## src/rtl/inst_axi_bridge_pkg.sv

```systemverilog
// ============================================================================
// Module : inst_axi_bridge_pkg
// Brief  : Shared types and AXI constants for the instruction fetch bridge.
// Rev    : 1.0  initial release
// ============================================================================
`default_nettype none

package inst_axi_bridge_pkg;

  typedef enum logic [1:0] {
    S_IDLE = 2'd0,
    S_AR   = 2'd1,
    S_R    = 2'd2,
    S_RESP = 2'd3
  } state_t;

  localparam logic [1:0] C_BURST_INCR = 2'b01;
  localparam logic [2:0] C_SIZE_4B    = 3'b010;
  localparam logic [1:0] C_RESP_OKAY  = 2'b00;

  // The second word is skipped when it would land in the next 4KB page.
  function automatic logic [7:0] burst_len(input logic [9:0] word_in_page);
    return (word_in_page == 10'h3FF) ? 8'd0 : 8'd1;
  endfunction

endpackage

`default_nettype wire

```

## src/rtl/inst_axi_bridge_if.sv

```systemverilog
// ============================================================================
// Module : inst_axi_bridge_if
// Brief  : AXI4 read address/data channels between fetch bridge and crossbar.
// Rev    : 1.0  initial release
// ============================================================================
`default_nettype none

interface inst_axi_bridge_if;
  logic [3:0]  arid;
  logic [31:0] araddr;
  logic [7:0]  arlen;
  logic [2:0]  arsize;
  logic [1:0]  arburst;
  logic        arvalid;
  logic        arready;
  logic [3:0]  rid;
  logic [31:0] rdata;
  logic [1:0]  rresp;
  logic        rlast;
  logic        rvalid;
  logic        rready;

  modport master (
    output arid, araddr, arlen, arsize, arburst, arvalid, rready,
    input  arready, rid, rdata, rresp, rlast, rvalid
  );

  modport slave (
    input  arid, araddr, arlen, arsize, arburst, arvalid, rready,
    output arready, rid, rdata, rresp, rlast, rvalid
  );
endinterface

`default_nettype wire

```

## src/rtl/inst_axi_bridge.sv

```systemverilog
// ============================================================================
// Module : inst_axi_bridge
// Brief  : Turns a two-word instruction fetch into one AXI4 INCR read burst.
// Rev    : 1.0  initial release
// ============================================================================
`default_nettype none

module inst_axi_bridge
  import inst_axi_bridge_pkg::*;
#(
  parameter logic [3:0] ARID_VAL = 4'd0
) (
  input  wire logic        clk,
  input  wire logic        rst,
  input  wire logic        sram_inst_ena,
  input  wire logic [31:0] sram_inst_addr,
  input  wire logic        flush,
  output logic      [31:0] sram_inst_rdata_1,
  output logic      [31:0] sram_inst_rdata_2,
  output logic             sram_inst_ok_1,
  output logic             sram_inst_ok_2,
  output logic             sram_inst_err,
  inst_axi_bridge_if.master axi
);

  state_t      r_state;
  logic        r_drop;
  logic        r_errflag;
  logic        r_beat;
  logic [7:0]  r_arlen;
  logic [31:0] r_araddr;
  logic        r_arvalid;
  logic        r_rready;
  logic        r_ok_1;
  logic        r_ok_2;
  logic        r_err;
  logic [31:0] r_rdata_1;
  logic [31:0] r_rdata_2;

  logic w_err_next;
  logic w_kill;
  logic w_unused;

  assign w_err_next = r_errflag | (axi.rresp != C_RESP_OKAY);
  assign w_kill     = r_drop | flush;
  assign w_unused   = ^{axi.rid, sram_inst_addr[1:0]};

  always_ff @(posedge clk or negedge rst) begin
    if (!rst) begin
      r_state   <= S_IDLE;
      r_drop    <= 1'b0;
      r_errflag <= 1'b0;
      r_beat    <= 1'b0;
      r_arlen   <= 8'd0;
      r_araddr  <= 32'd0;
      r_arvalid <= 1'b0;
      r_rready  <= 1'b0;
      r_ok_1    <= 1'b0;
      r_ok_2    <= 1'b0;
      r_err     <= 1'b0;
      r_rdata_1 <= 32'd0;
      r_rdata_2 <= 32'd0;
    end else begin
      r_ok_1 <= 1'b0;
      r_ok_2 <= 1'b0;
      r_err  <= 1'b0;
      case (r_state)
        S_IDLE: begin
          if (sram_inst_ena && !flush) begin
            r_araddr  <= sram_inst_addr;
            r_arlen   <= burst_len(sram_inst_addr[11:2]);
            r_arvalid <= 1'b1;
            r_beat    <= 1'b0;
            r_errflag <= 1'b0;
            r_state   <= S_AR;
          end
        end
        S_AR: begin
          if (flush) r_drop <= 1'b1;
          if (axi.arready) begin
            r_arvalid <= 1'b0;
            r_rready  <= 1'b1;
            r_state   <= S_R;
          end
        end
        S_R: begin
          if (flush) r_drop <= 1'b1;
          if (axi.rvalid) begin
            if (!r_beat) r_rdata_1 <= axi.rdata;
            else         r_rdata_2 <= axi.rdata;
            r_beat    <= 1'b1;
            r_errflag <= w_err_next;
            // Pulses are staged here so they are visible during the RESP cycle.
            if (axi.rlast) begin
              r_rready <= 1'b0;
              r_ok_1   <= ~w_kill;
              r_ok_2   <= ~w_kill & (r_arlen == 8'd1);
              r_err    <= ~w_kill & w_err_next;
              r_state  <= S_RESP;
            end
          end
        end
        S_RESP: begin
          r_drop  <= 1'b0;
          r_state <= S_IDLE;
        end
        default: r_state <= S_IDLE;
      endcase
    end
  end

  // A redirect arriving in the RESP cycle itself still suppresses the pulses.
  assign sram_inst_ok_1    = r_ok_1 & ~flush;
  assign sram_inst_ok_2    = r_ok_2 & ~flush;
  assign sram_inst_err     = r_err  & ~flush;
  assign sram_inst_rdata_1 = r_rdata_1;
  assign sram_inst_rdata_2 = r_rdata_2;

  assign axi.arid    = ARID_VAL;
  assign axi.araddr  = r_araddr;
  assign axi.arlen   = r_arlen;
  assign axi.arsize  = C_SIZE_4B;
  assign axi.arburst = C_BURST_INCR;
  assign axi.arvalid = r_arvalid;
  assign axi.rready  = r_rready;

endmodule

`default_nettype wire

```

## src/flat_wrapper.sv

```systemverilog
// flat-port wrapper written by rule: the top's interface ports become plain ports
module inst_axi_bridge_flat import inst_axi_bridge_pkg::*;
#(
  parameter logic [3:0] ARID_VAL = 4'd0
)
  (clk, rst, sram_inst_ena, sram_inst_addr, flush, sram_inst_rdata_1, sram_inst_rdata_2, sram_inst_ok_1, sram_inst_ok_2, sram_inst_err, axi_arid, axi_araddr, axi_arlen, axi_arsize, axi_arburst, axi_arvalid, axi_rready, axi_arready, axi_rid, axi_rdata, axi_rresp, axi_rlast, axi_rvalid);
  inst_axi_bridge_if axi_i ();
  input  wire logic clk;
  input  wire logic rst;
  input  wire logic sram_inst_ena;
  input  wire logic [31:0] sram_inst_addr;
  input  wire logic flush;
  output logic      [31:0] sram_inst_rdata_1;
  output logic      [31:0] sram_inst_rdata_2;
  output logic sram_inst_ok_1;
  output logic sram_inst_ok_2;
  output logic sram_inst_err;
  output wire logic [$bits(axi_i.arid)-1:0] axi_arid;
  output wire logic [$bits(axi_i.araddr)-1:0] axi_araddr;
  output wire logic [$bits(axi_i.arlen)-1:0] axi_arlen;
  output wire logic [$bits(axi_i.arsize)-1:0] axi_arsize;
  output wire logic [$bits(axi_i.arburst)-1:0] axi_arburst;
  output wire logic [$bits(axi_i.arvalid)-1:0] axi_arvalid;
  output wire logic [$bits(axi_i.rready)-1:0] axi_rready;
  input wire logic [$bits(axi_i.arready)-1:0] axi_arready;
  input wire logic [$bits(axi_i.rid)-1:0] axi_rid;
  input wire logic [$bits(axi_i.rdata)-1:0] axi_rdata;
  input wire logic [$bits(axi_i.rresp)-1:0] axi_rresp;
  input wire logic [$bits(axi_i.rlast)-1:0] axi_rlast;
  input wire logic [$bits(axi_i.rvalid)-1:0] axi_rvalid;
  assign axi_arid = axi_i.arid;
  assign axi_araddr = axi_i.araddr;
  assign axi_arlen = axi_i.arlen;
  assign axi_arsize = axi_i.arsize;
  assign axi_arburst = axi_i.arburst;
  assign axi_arvalid = axi_i.arvalid;
  assign axi_rready = axi_i.rready;
  assign axi_i.arready = axi_arready;
  assign axi_i.rid = axi_rid;
  assign axi_i.rdata = axi_rdata;
  assign axi_i.rresp = axi_rresp;
  assign axi_i.rlast = axi_rlast;
  assign axi_i.rvalid = axi_rvalid;
  inst_axi_bridge #(.ARID_VAL(ARID_VAL)) u_core (.clk(clk), .rst(rst), .sram_inst_ena(sram_inst_ena), .sram_inst_addr(sram_inst_addr), .flush(flush), .sram_inst_rdata_1(sram_inst_rdata_1), .sram_inst_rdata_2(sram_inst_rdata_2), .sram_inst_ok_1(sram_inst_ok_1), .sram_inst_ok_2(sram_inst_ok_2), .sram_inst_err(sram_inst_err), .axi(axi_i));
endmodule
```

## config.mk

```make
export PLATFORM = sky130hd
export DESIGN_NAME = inst_axi_bridge_flat
export DESIGN_NICKNAME = d
export VERILOG_FILES = /design/src/rtl/inst_axi_bridge_pkg.sv /design/src/rtl/inst_axi_bridge_if.sv /design/src/rtl/inst_axi_bridge.sv /design/src/flat_wrapper.sv
export SDC_FILE = /design/constraint.sdc
export NUM_CORES = 1
export LEC_CHECK = 0
export CAP_MARGIN = 5
export CORE_MARGIN = 2
export CORE_UTILIZATION = 30
export DETAILED_ROUTE_END_ITERATION = 8
export GPL_TIMING_DRIVEN = 0
export PLACE_DENSITY = 0.65
export SLEW_MARGIN = 10
export SYNTH_ARGS = -nofsm -noshare
export SYNTH_HDL_FRONTEND = slang
export SYNTH_SLANG_ARGS = --single-unit
```

## constraint.sdc

```tcl
create_clock -name clk -period 2.5 [get_ports clk]
set_input_delay 0.25 -clock clk [delete_from_list [all_inputs] [get_ports clk]]
set_output_delay 0.25 -clock clk [all_outputs]
set_load 0.02 [all_outputs]
```

==> results of run 1 <==
[power by group through the flow]
| stage | Clock (mW) | Sequential [mW] | Combinational, mW |
|---|---|---|---|
| floorplan | 0 | 4.05 | 1.47 |
| global placement | 0 | 3.04 | 4.54 |
| detailed placement | 0 | 3.08 | 4.59 |
| CTS | 1.47 | 3.06 | 4.60 |
| global route | 1.53 | 3.16 | 4.79 |
| finish | 1.41 | 3.05 | 4.54 |
[final timing paths]
| kind | from | endpoint | slack (ps) |
|---|---|---|---|
| setup / recovery | u_core.r_state[0] | u_core.sram_inst_rdata_2[0] | 610 |
| hold reg to reg | u_core.axi.araddr[4] | u_core.axi.araddr[4] | 500 |
| hold / removal | flush | u_core.r_ok_1 | 260 |
| max in group asynchronous | rst | u_core.r_ok_1 | 1440 |
| setup reg to reg | u_core.r_state[0] | u_core.sram_inst_rdata_2[0] | 610 |
| min in group asynchronous | rst | u_core.sram_inst_rdata_1[7] | 420 |
[state kept, by name, indices dropped and copies added (netlist names), 2 cells and up]
register	count
u_core.r_state	2
u_core.axi.araddr	32
u_core.sram_inst_rdata_2	32
u_core.sram_inst_rdata_1	32
[final cells by class]
class | count | area [um2]
clock inverter | 2 | 35.03
clock buffer | 14 | 254.0
sequential | 107 | 2678
inverter | 6 | 22.52
timing repair buffer | 175 | 1770
buffer | 28 | 237.7
fill | 1306 | 7737
tap | 184 | 230.2
multi-input combinational | 154 | 1569
[placed cells by master (no fill, tap or decap), drive strengths merged, types with 2 or more instances in the layout]
master and instances:
clkdlybuf4s50 172, dfrtp 107, mux2 96, buf 29, conb 16, clkbuf 15
inv 6, nor2b 5, nand2 5, ha 4, o21ai 3, a21oi 3
mux2i 3, nand4 2, or2 2
[layer usage]
| layer | GRT usage (%) | wire (um) | vias to the layer above | part of all wire (%) |
|---|---|---|---|---|
| met5 | 0 | 0 | - | 0 |
| met1 | 15.63 | 4328 | 1392 | 43 |
| met4 | 4.266 | 148 | 0 | 1.5 |
| met3 | 6.075 | 988 | 12 | 9.9 |
| met2 | 19.46 | 4525 | 131 | 45 |
| li1 | - | - | 1348 | - |
[critical path, stage by stage (launching register included)]
cell and delay, ps:
sky130_fd_sc_hd__dfrtp_1 400, sky130_fd_sc_hd__inv_1 80, sky130_fd_sc_hd__ha_1 210, sky130_fd_sc_hd__buf_6 140, sky130_fd_sc_hd__nand3_1 230, sky130_fd_sc_hd__buf_2 340, sky130_fd_sc_hd__mux2_2 370
[logic make-up (layout without fill, tap and decap cells)]
kind of cell / Yosys count / in the layout / share of synthesized area [%]
AND/OR/NAND/NOR: 21 / 21 / 3.090
adder cells (fa/ha/maj): 4 / 4 / 1.124
AO/OA/AOI/OAI: 14 / 14 / 2.191
multiplexers: 99 / 99 / 27.47
flip-flops: 107 / 107 / 60.11
other: 2 / 16 / 0.1686
buffers and inverters: 34 / 225 / 5.843
[what timing repair did]
action,CTS,global route
hold endpoints to repair,49,0
setup endpoints to repair,0,0
resized for setup,0,0
hold buffers,1,0
[stage by stage]
stage	cell area (um2)	hold WS [ps]	setup TNS [ps]	setup slack, ps
floorplan	4507	-45.59	0	828.4
global placement	6469	477.7	-311990	-2929
detailed placement	6497	235.8	0	551.8
CTS	6797	235.9	0	576.1
global route	6797	289.6	0	499.4
finish	6797	261.0	0	608.8
==> summary.md, run 1 <==
| Metric | Value |
|---|---|
| Clock buffer depth | 2 |
| Buffers added on ports | 173 |
| Crit end category | register |
| Number of buffers created by CTS | 9 |
| Power Density | 1324 nW/um2 |
| Area share of the leading cell type in the synthesized netlist | 60.11% |
| Power share of the sequential group | about a third |
| Mean instance size in the synthesized netlist | around 16 um2 |
| Routability congestion estimate from global placement | approximately 0.8 |
| Layout Cells excl Fill | between 600 and 700 |
| Count of state elements after synthesis | between 100 and 150 |
| Post-DR vias/cell | ~4.3 |
| Post-detailed-placement half-perimeter wirelength | roughly 7400 um |
| Net switching power | around 3.1 mW |
| Largest voltage drop on the vdd net | 0.5880 mV |
| Setup Skew | roughly 4.0 ps |
| Number of nets in the finished design | ~560 |
| P&R area growth vs syn | 52.58% |
| Post-synthesis cell type with the largest combined area | sky130_fd_sc_hd__dfrtp_1 |
| Cell count after placement | approximately 650 |
| Die height | ~130 um |
| Portion of the clock cycle consumed by the worst path in the final layout | between 70% and 80% |
| Wire length reported by the detailed router | around 10000 um |
| Aggregate global-route resource usage | 12.63% |
| Primary flip-flop cell chosen by synthesis mapping | sky130_fd_sc_hd__dfrtp_1 |
| Arrival time of data at the critical path endpoint | around 2100 ps |
| Core area | 14530 um2 |
| Clock tree sinks | around 110 |
| Switching Fraction | approximately 34% |
| Period minus WS final | between 1500 and 2000 ps |
| Total number of H-tree levels | 3 |
| Clk Tree Root Cell | sky130_fd_sc_hd__clkbuf_16 |
| Total DRC errors in the routed layout | 0 |
| Required arrival time at the worst endpoint | between 2000 and 3000 ps |
| Die ar. | approximately 16000 um2 |
| Post-CTS setup buffer count | 0 |
| Distinct cell type count after synthesis | 36 |
| Number of top-level pins | between 150 and 200 |
| Number of max-capacitance violations reported | 0 |
| Seq/Total Area, Yosys | 60.11% |
| Number of antenna violations at the first check in global routing | 0 |
| Via count of the routed design | slightly below 3k |
| Overall die width | approximately 130 um |
| Tightest slew margin relative to the limit | around three fifths |
| Number of cells on the worst hold path | 2 |
| Wire length of the first global-routing pass | roughly 16000 um |
| # diodes | 0 |
| Fin. max-slew vios | 0 |
| Tightest Hold Check Type | primary input to register |
| Clk Latency, worst-skew pair | 340 ps |
| Number of hold violations in the final report | 0 |
| Syn Inst Count | between 200 and 300 |
| CTS tree | done |
| Wirelength per Cell | around 15 um |
| Clock transition at path regs | ~70 ps |
| Synth top cells by count | 107 x sky130_fd_sc_hd__dfrtp_1, 63 x sky130_fd_sc_hd__mux2_2, 30 x sky130_fd_sc_hd__mux2_4 |
| Standby leakage power | roughly 3.0 nW |
| Fraction of layout instances using a drive strength above 1 | 28.81% |
| Yosys warning count | 0 |
| Placement Rows | 44 |
| Status | finished, final reports clean |
| Number of cells on the worst reg-to-reg path | 6 |
| Starting DRT DRC Count | 58 |
| TritonRoute pass-1 iters | 4 |
| Synth Cell Area | approximately 4500 um2 |
| Post-layout utilization of the core | roughly 47% |
| Total chip power | ~9.0 mW |
| Vias in the first global route | just over 3k |
| Internal power contribution | between 5 and 6 mW |
| Worst Path Class, Setup | register to register |
| RSZ-0062 raised after global routing | false |
| Dominant cells by area after synthesis | sky130_fd_sc_hd__dfrtp_1 60%, sky130_fd_sc_hd__mux2_2 16%, sky130_fd_sc_hd__mux2_4 10%, sky130_fd_sc_hd__buf_4 2.7%, sky130_fd_sc_hd__buf_12 1.3% |
| Transition at the pin with the smallest max-transition slack | about 560 ps |
| Comb power frac | 50.4% |
| Number of setup violations in the final report | 0 |
| Most frequently used cell type in the post-synthesis netlist | sky130_fd_sc_hd__dfrtp_1 |
| Fraction of registers with async set or reset after synthesis | 100.0% |
| Count of flip-flops with a built-in enable after synthesis | 0 |
| Largest net degree at the start of global routing | between 50 and 60 |
| Largest fanout of any net on the critical path | 10 |
| Number of nets with antenna violations after routing | 0 |
| Initial core utilization | a little under a third |
| Kind of start point of the critical path | register |
| Clock network fraction of total power | 15.7% |
| Sum of overflow across all layers after global routing | 0 |
| Timing-limited maximum frequency | approximately 530 MHz |
Note: power is estimated with default switching activity, not from simulation.
==> run 2, diff against run 1 <==
clock period = 1.8 ns   (was 2.5 ns; I/O delays follow)
==> summary.md, run 2 (synthesized netlist as in run 1, its figures left out) <==
| Metric | Value |
|---|---|
| # diodes | 0 |
| Largest fanout of any net on the critical path | 7 |
| Number of cells on the worst hold path | 2 |
| Grt met1 use | around 16% |
| Total chip power | around 13 mW |
| Number of cells on the worst reg-to-reg path | 8 |
| Cell count after placement | about 650 |
| Die ar. | ~16000 um2 |
| Min-delay src | flush |
| Die height | 125.9 um |
| Number of nets in the finished design | 571 |
| Placement Rows | 44 |
| Clk Latency, worst-skew pair | 340 ps |
| Sum of overflow across all layers after global routing | 0 |
| Kind of start point of the critical path | register |
| Core area | between 10000 and 15000 um2 |
| CTS tree | done |
| P&R area growth vs syn | 56.26% |
| Fin. max-slew vios | 0 |
| Fraction of layout instances using a drive strength above 1 | between 30% and 40% |
| Wire length reported by the detailed router | slightly above 10000 um |
| Transition at the pin with the smallest max-transition slack | around 580 ps |
| Number of hold violations in the final report | 0 |
| Number of buffers created by CTS | 9 |
| Worst Path Class, Setup | register to register |
| Required arrival time at the worst endpoint | just over 2000 ps |
| Total number of H-tree levels | 3 |
| Status | finished, final reports clean |
| Via count of the routed design | slightly below 3k |
| Tightest Hold Check Type | primary input to register |
| Routability congestion estimate from global placement | between 0.7 and 0.8 |
| Global routing met2 resource utilization | between 10% and 20% |
| Standby leakage power | approximately 3.1 nW |
| Met3 capacity usage during global routing | 6.075% |
| Worst hold slack | ~190 ps |
| Most frequent cells in the layout | 172 x sky130_fd_sc_hd__clkdlybuf4s50_1, 107 x sky130_fd_sc_hd__dfrtp_1, 63 x sky130_fd_sc_hd__mux2_2 |
| Overall die width | between 100 and 150 um |
| Power share of the sequential group | approximately 33% |
| Starting DRT DRC Count | 86 |
| Worst reg2reg path endpoint | u_core.sram_inst_rdata_1[3] |
| Critical register-to-register path startpoint | u_core.r_state[0] |
| Clk Tree Root Cell | sky130_fd_sc_hd__clkbuf_16 |
| Buffers added on ports | roughly 170 |
| Arrival time of data at the critical path endpoint | about 2000 ps |
| Tightest slew margin relative to the limit | between 60% and 70% |
| Number of nets with antenna violations after routing | 0 |
| Number of top-level pins | about 200 |
| Power Density | ~1800 nW/um2 |
| Clock tree sinks | 107 |
| Global routing's busiest layer | met2 |
| Setup TNS Final | 0 ps |
| Hold Crit Endpoint | u_core.r_ok_1 |
| Leading cell type in the layout, fill and taps excluded | sky130_fd_sc_hd__clkdlybuf4s50_1 |
| Internal power contribution | 8.414 mW |
| TritonRoute pass-1 iters | 4 |
| Crit end category | register |
| Clock network fraction of total power | ~15% |
| Aggregate global-route resource usage | between 10% and 20% |
| Period minus WS final | ~1800 ps |
| Area of all placed cells without fillers | about 7000 um2 |
| Vias in the first global route | 3071 |
| Switching Fraction | roughly a third |
| Setup Skew | about 4.4 ps |
| Clock buffer depth | 2 |
| Net switching power | about 4.3 mW |
| Number of antenna violations at the first check in global routing | 0 |
| Number of max-capacitance violations reported | 0 |
| Wire length of the first global-routing pass | roughly 16000 um |
| Number of setup violations in the final report | 0 |
| Wirelength per Cell | around 15 um |
| Post-Place Cell Area | roughly 6500 um2 |
| FF-to-FF setup slack | about 43 ps |
| Post-layout utilization of the core | a little under half |
| Post-route setup slack | around 43 ps |
| Worst setup startpoint | u_core.r_state[0] |
| Largest net degree at the start of global routing | between 50 and 60 |
| Post-detailed-placement half-perimeter wirelength | around 7400 um |
| Clock transition at path regs | roughly 70 ps |
| Comb power frac | between 50% and 60% |
| Post-DR vias/cell | around 4.3 |
| Layout Cells excl Fill | 679 |
| Timing-limited maximum frequency | roughly 570 MHz |
| Setup WS pre-CTS | -121.5 ps |
| Initial core utilization | a little under a third |
| Portion of the clock cycle consumed by the worst path in the final layout | between 90% and 100% |
| Largest voltage drop on the vdd net | between 0.8 and 0.9 mV |
| Total DRC errors in the routed layout | 0 |
==> run 2: changes by cell type in the layout (fill, tap and decap cells not counted), moves of 2 or more <==
| cell | previous run | this run |
|---|---|---|
| sky130_fd_sc_hd__ha_1 | 4 | 2 |
| sky130_fd_sc_hd__buf_2 | 6 | 1 |
| sky130_fd_sc_hd__buf_4 | 16 | 25 |
| sky130_fd_sc_hd__clkbuf_16 | 9 | 12 |
| sky130_fd_sc_hd__clkbuf_4 | 0 | 2 |
==> run 2: critical path, stage by stage (launching register included) <==
cell and delay [ps]:
sky130_fd_sc_hd__dfrtp_1 400, sky130_fd_sc_hd__inv_2 90, sky130_fd_sc_hd__ha_4 130, sky130_fd_sc_hd__buf_6 110
sky130_fd_sc_hd__nand2_2 50, sky130_fd_sc_hd__or2_4 260, sky130_fd_sc_hd__buf_12 150, sky130_fd_sc_hd__clkbuf_16 160
sky130_fd_sc_hd__mux2_4 290
==> run 2: metal layers <==
metal	wire [um]	part of all wire, %	vias to the layer above
met5	0	0	-
met4	146	1.4	0
met3	990	9.7	11
met2	4707	46	130
met1	4366	43	1428
li1	-	-	1368
==> run 2: worst max path at each step <==
stage,end,cells past startpoint
6_report,u_core.sram_inst_rdata_1[3],8
5_1_grt,u_core.sram_inst_rdata_1[30],8
4_1_cts,u_core.sram_inst_rdata_1[23],8
3_5_place_dp,u_core.sram_inst_rdata_2[0],6
3_3_place_gp,u_core.axi.araddr[24],1
2_1_floorplan,u_core.sram_inst_rdata_1[10],8
==> run 2: cell type report <==
type                       count  area (um2)
buffer                        28       259.0
clock buffer                  14       254.0
clock inverter                 2       35.03
fill                        1297        7574
inverter                       6       22.52
multi-input combinational    154        1592
sequential                   107        2678
tap                          184       230.2
timing repair buffer         184        1891
==> run 2: power by group through the flow <==
stage | clock, mW | sequential [mW] | combinational, mW
after detailed placement | 0 | 4.28 | 6.37
after global routing | 2.12 | 4.39 | 6.90
after CTS | 2.05 | 4.25 | 6.42
after global placement | 0 | 4.22 | 6.31
final | 1.96 | 4.24 | 6.54
after floorplan | 0 | 5.63 | 2.05
==> run 2: repair_timing <==
item	4_1_cts	5_1_grt
pin swaps	0	1
setup endpoints to repair	60	30
endpoints found under the hold margin	49	0
hold buffers	1	0
gates cloned	0	3
resized for setup	4	9
buffers inserted	1	5
==> run 3, diff against run 2 <==
GPL_ROUTABILITY_DRIVEN = 0   (was default)
HOLD_SLACK_MARGIN = 0.05   (was default)
clock period = 2 ns   (was 1.8 ns; I/O delays follow)
==> results of run 3 <==
The final DEF is identical to that of run 1. Status: finished, final reports clean.
Among the figures that moved: setup slack after placement 551.8 ps -> 78.51 ps; setup slack after layout 608.8 ps -> 108.8 ps; hold slack 261.0 ps -> 211.0 ps; register-to-register setup slack 610 ps -> 110 ps; total power 8.999 mW -> 11.25 mW; worst IR drop on VDD 0.5880 mV -> 0.7350 mV
